<file path="src/rtl/gpu_pkg.sv">
// Shared types and packing constants for the GPU texture write path.
// Two 12-bit pixels travel in three stream bytes.
package gpu_pkg;

  localparam int unsigned BYTE_W = 8;
  localparam int unsigned NIB_W  = 4;
  localparam int unsigned PIX_W  = 12;

  typedef enum logic [2:0] {
    ST_IDLE = 3'd0,
    ST_B0   = 3'd1,
    ST_B1   = 3'd2,
    ST_B2   = 3'd3,
    ST_FIN  = 3'd4
  } loader_state_t;

endpackage

</file>
<file path="src/rtl/texture_loader.sv">
// Unpacks a 12-bit-per-pixel byte stream into sequential texture memory writes.
// Byte order per pixel pair: p0[7:0], {p1[3:0], p0[11:8]}, p1[11:4].
module texture_loader
  import gpu_pkg::*;
#(
  parameter int unsigned ADDR_WIDTH  = 16,
  parameter int unsigned COLOR_WIDTH = 12
) (
  input  logic                   clk,
  input  logic                   rst,
  input  logic                   start,
  input  logic [ADDR_WIDTH-1:0]  base_addr,
  input  logic [ADDR_WIDTH-1:0]  pixel_count,
  input  logic                   abort,
  input  logic [BYTE_W-1:0]      in_data,
  input  logic                   in_valid,
  output logic                   in_ready,
  output logic [ADDR_WIDTH-1:0]  waddr,
  output logic [COLOR_WIDTH-1:0] wcolor,
  output logic                   wen,
  output logic                   busy,
  output logic                   done
);

  if (COLOR_WIDTH != PIX_W) begin : g_bad_color_width
    $error("texture_loader: COLOR_WIDTH must be 12");
  end

  loader_state_t          r_state;
  loader_state_t          w_next;
  logic [ADDR_WIDTH-1:0]  r_addr;
  logic [ADDR_WIDTH-1:0]  r_remaining;
  logic [BYTE_W-1:0]      r_lo8;
  logic [NIB_W-1:0]       r_nib;
  logic [ADDR_WIDTH-1:0]  r_waddr;
  logic [COLOR_WIDTH-1:0] r_wcolor;
  logic                   r_wen;
  logic                   r_busy;
  logic                   r_done;

  logic                   w_in_ready;
  logic                   w_accept;
  logic                   w_last;
  logic                   w_write;
  logic                   w_launch;
  logic [COLOR_WIDTH-1:0] w_color;

  // abort masks the handshake so it beats a byte arriving in the same cycle
  assign w_accept = in_valid & w_in_ready & ~abort;
  assign w_last   = (r_remaining == ADDR_WIDTH'(1));

  // State register
  always_ff @(posedge clk or posedge rst) begin
    if (rst) r_state <= ST_IDLE;
    else     r_state <= w_next;
  end

  // Next-state logic
  always_comb begin
    w_next = r_state;
    if (abort) begin
      w_next = ST_IDLE;
    end else begin
      case (r_state)
        ST_IDLE: if (start) w_next = (pixel_count == '0) ? ST_FIN : ST_B0;
        ST_B0:   if (w_accept) w_next = ST_B1;
        ST_B1:   if (w_accept) w_next = w_last ? ST_FIN : ST_B2;
        ST_B2:   if (w_accept) w_next = w_last ? ST_FIN : ST_B0;
        ST_FIN:  w_next = ST_IDLE;
        default: w_next = ST_IDLE;
      endcase
    end
  end

  // Output / datapath decode from the current state
  always_comb begin
    w_in_ready = 1'b0;
    w_write    = 1'b0;
    w_launch   = 1'b0;
    w_color    = {in_data, r_nib};
    case (r_state)
      ST_IDLE: w_launch = start & ~abort;
      ST_B0:   w_in_ready = 1'b1;
      ST_B1: begin
        w_in_ready = 1'b1;
        w_write    = w_accept;
        w_color    = {in_data[NIB_W-1:0], r_lo8};
      end
      ST_B2: begin
        w_in_ready = 1'b1;
        w_write    = w_accept;
      end
      default: ;
    endcase
  end

  // Transfer bookkeeping and registered write port
  always_ff @(posedge clk or posedge rst) begin
    if (rst) begin
      r_addr      <= '0;
      r_remaining <= '0;
      r_lo8       <= '0;
      r_nib       <= '0;
      r_waddr     <= '0;
      r_wcolor    <= '0;
      r_wen       <= 1'b0;
      r_busy      <= 1'b0;
      r_done      <= 1'b0;
    end else begin
      r_wen  <= w_write;
      r_busy <= (w_next != ST_IDLE);
      r_done <= (r_state == ST_FIN) & ~abort;
      if (w_launch) begin
        r_addr      <= base_addr;
        r_remaining <= pixel_count;
      end
      if (w_write) begin
        r_waddr     <= r_addr;
        r_wcolor    <= w_color;
        r_addr      <= r_addr + ADDR_WIDTH'(1);
        r_remaining <= r_remaining - ADDR_WIDTH'(1);
      end
      if (w_accept && r_state == ST_B0) r_lo8 <= in_data;
      if (w_accept && r_state == ST_B1) r_nib <= in_data[BYTE_W-1:NIB_W];
    end
  end

  assign in_ready = w_in_ready;
  assign waddr    = r_waddr;
  assign wcolor   = r_wcolor;
  assign wen      = r_wen;
  assign busy     = r_busy;
  assign done     = r_done;

endmodule

</file>
<file path="config.mk">
export PLATFORM = sky130hd
export DESIGN_NAME = texture_loader
export DESIGN_NICKNAME = d
export VERILOG_FILES = /design/src/rtl/gpu_pkg.sv /design/src/rtl/texture_loader.sv
export SDC_FILE = /design/constraint.sdc
export NUM_CORES = 1
export LEC_CHECK = 0
export CAP_MARGIN = 20
export CORE_MARGIN = 1.5
export CORE_UTILIZATION = 50
export DETAILED_ROUTE_END_ITERATION = 12
export PLACE_DENSITY_LB_ADDON = 0.1
export SETUP_SLACK_MARGIN = 0.05
export SKIP_CTS_REPAIR_TIMING = 1
export SYNTH_ARGS = -nofsm -noshare
export SYNTH_HDL_FRONTEND = slang
export SYNTH_SLANG_ARGS = --single-unit
</file>
<file path="constraint.sdc">
create_clock -name clk -period 3.1 [get_ports clk]
set_clock_uncertainty 0.15 [all_clocks]
set_input_delay 0.62 -clock clk [delete_from_list [all_inputs] [get_ports clk]]
set_output_delay 0.62 -clock clk [all_outputs]
set_load 0.05 [all_outputs]
</file>
==> flow_summary_export.csv <==
group,metric,value,unit
cells_and_area,layout.nets,504,
setup_path,r2r_slack,710,ps
place,port_buffers,76,
cells_and_area,drive_gt1_share,10.8,%
setup_path,max_stage_delay,800,ps
route,drt-initial-drc-count,179,
job,maxCapViolCount,0,
grt,globalRouteTotalUtil,22.3,%
grt,antenna_found_initial,0,
timing,maxSlewViolCount,0,
setup_path,critPathCapture,"in_ready",
floorplanning,fp-row-count,31,
cells_and_area,final_cell_mix,"83 x nand2_1, 78 x dfrtp_1, 76 x clkdlybuf4s50_1",
timing,period_minus_slack,2660,ps
pwr,p_total,3.71,mW
route,drt-pass1-iter-count,4,
yosys,synth-edff-count,0,
cts,numCtsBuffers,9,
place,place_congestion,0.826,
cts,cts_tree,"done",
setup_path,critical_path_required,2330,ps
timing,max_clock_freq,0.375,GHz
setup_path,crit_start,"r_state[1]$_DFF_PP0_",
yosys,synth_top_area_share,51.7,%
yosys,seq_area_frac_synth,51.7,%
floorplanning,die_area,0.00809,mm2
floorplanning,core_area,0.00729,mm2
floorplanning,fp.dieH,89.9,um
cts,htreeDepth,3,
grt,grt_overflow,0,
timing,setup_violations,0,
cells_and_area,final_common_cell,"nand2_1",
yosys,netlist_area,0.00378,mm2
cells_and_area,final_util,66.4,%
cts,cts.path.max_buffers,2,
grt,first_global_vias,3012,
yosys,synth_top_cells_by_area,"dfrtp_1 52%, nand2_1 8.2%, mux2_2 3.6%, mux2i_1 3.4%, o21ai_0 2.5%",
yosys,synth_flop_cell,"dfrtp_1",
route,ant_nets,0,
setup_path,cpMostUsedCell,"nor2_1",
setup_path,crit_arrival,1890,ps
timing,rsz0062_at_grt,"no",
route,finalWirelength,8570,um
setup_path,critPathLaunchType,"register",
place,dp.cells,544,
timing,tightest_slew,637,ps
cells_and_area,num_antenna_cells,0,
yosys,synth-seq-cells,78,
yosys,synthDistinctLibCells,52,
timing,setup_ws,435,ps
setup_path,r2r_end,"r_remaining[14]$_DFFE_PP0P_",
pwr,peakVddDrop,0.315,mV
floorplanning,start_util,51.8,%
pwr,power_density,765,mW/mm2
route,drcViolationCount,0,
cts,clkSlewWorstSetupHoldPaths,80,ps
outcome,status,"finished, final reports clean",
floorplanning,num_io_pins,77,
yosys,yosysTopAreaCell,"dfrtp_1",
setup_path,critical_path_depth,3,
setup_path,worstPathMaxFanout,10,
cells_and_area,stdcell_area,0.00484,mm2
place,place_ws,355,ps
setup_path,crit_buf_inv,1,
yosys,syn_avg_cell_area,9.97,um2
hold_path,hold_path.class,"reg2reg",
route,wl_per_cell,15.3,um
yosys,ys_warn_count,0,
timing,finalHoldViolations,0,
cts,cts.sinks,78,
setup_path,worstRegToRegCells,6,
place,place_area,0.00466,mm2
cts,cts_root_buf,"clkbuf_8",
setup_path,critPathCaptureType,"output pin",
setup_path,cpMaxStageDelayCell,"clkdlybuf4s50_1",
cells_and_area,nFillCells,635,
grt,grt_pass1_wl,14300,um
cells_and_area,area_growth,28.2,%
floorplanning,die_x,89.9,um
cells_and_area,stdcell_count,560,
setup_path,r2r-start,"r_remaining[0]$_DFFE_PP0P_",
timing,holdWs,323,ps
yosys,synth-async-reset-ratio,100,%
cts,clk_latency,350,ps
timing,fin_tns_setup,0,ps
setup_path,worstSetupPathType,"reg2out",
route,vias,3202,
setup_path,critical_path.top_delay_family,"buffers and inverters",
grt,grt_max_degree,79,
yosys,netlist_instances,379,
timing,relSlewSlack,57.1,%
route,vias_per_cell,5.72,
setup_path,crit_path_cell_trace,"nor2_1 > nor2_1 > clkdlybuf4s50_1",
yosys,synth.net_count,427,
place,post-dp-hpwl,5920,um
timing,period_share,86.0,%
pwr,leakagePower,2.02,nW
registers in the layout (all words and copies together), names as in the netlist:
name         cells
r_addr          16
busy             1
r_nib            4
r_lo8            8
r_remaining     16
wcolor          12
wen              1
waddr           16
r_state          3
done             1
worst min path at each step:
stage	startpoint	endpoint	slack, ps	cells past startpoint
3_5_place_dp	waddr[14]$_DFFE_PP0P_	waddr[14]$_DFFE_PP0P_	310	2
5_1_grt	waddr[4]$_DFFE_PP0P_	waddr[4]$_DFFE_PP0P_	350	2
4_1_cts	waddr[14]$_DFFE_PP0P_	waddr[14]$_DFFE_PP0P_	330	2
2_1_floorplan	r_addr[13]$_DFFE_PP0P_	waddr[13]$_DFFE_PP0P_	300	2
3_3_place_gp	waddr[8]$_DFFE_PP0P_	waddr[8]$_DFFE_PP0P_	310	2
6_report	waddr[14]$_DFFE_PP0P_	waddr[14]$_DFFE_PP0P_	320	2
layout make-up:
| type | instances | area, um2 | share of cell area [%] |
|---|---|---|---|
| flip-flops and latches | 78 | 1950 | 40.3 |
| multi-input cells | 272 | 1700 | 35.0 |
| repair buffers | 88 | 863 | 17.8 |
| clock buffers | 12 | 135 | 2.79 |
| well taps | 99 | 124 | 2.56 |
| clock inverters | 4 | 47.5 | 0.981 |
| inverters | 7 | 26.3 | 0.542 |
cell families after synthesis:
family                     count (synthesis)  share of synthesized area, %
and+or+nand+nor                          159                          21.1
AOI/OAI and AO/OA                         85                          15.7
DFF                                       78                          51.7
buffers and inverters                     29                          3.58
muxes                                     25                          7.02
adders and majority gates                  3                         0.993
worst min-delay path, cell delays in order (launching register included):
cell and delay, ps:
dfrtp_1 340, nand2_1 50, nand2_1 50
metal layers:
layer	track usage (%)	share of wire (%)	vias up
met5	0	0	-
met4	9.79	1.9	0
met3	3.98	4.6	13
met2	35.6	47	94
met1	29.8	47	1551
li1	-	-	1544
power by group:
| group | switching (mW) | total (mW) | leakage (nW) | internal [mW] |
|---|---|---|---|---|
| sequential | 0.238 | 1.57 | 0.963 | 1.33 |
| clock | 0.362 | 0.732 | 0.0904 | 0.371 |
| combinational | 0.865 | 1.41 | 0.962 | 0.542 |
synth_stat cells, types with 6 or more instances:
cell,n
nand2_1,83
dfrtp_1,78
o21ai_0,19
nor2_1,16
a21oi_1,13
mux2i_1,13
clkbuf_1,12
mux2_2,12
o311ai_0,9
a211oi_1,8
and3_1,8
nor4_1,8
inv_1,7
nand3_1,7
nor3_1,7
o211ai_1,6
No activity file was read; power rests on OpenSTA's default activity.
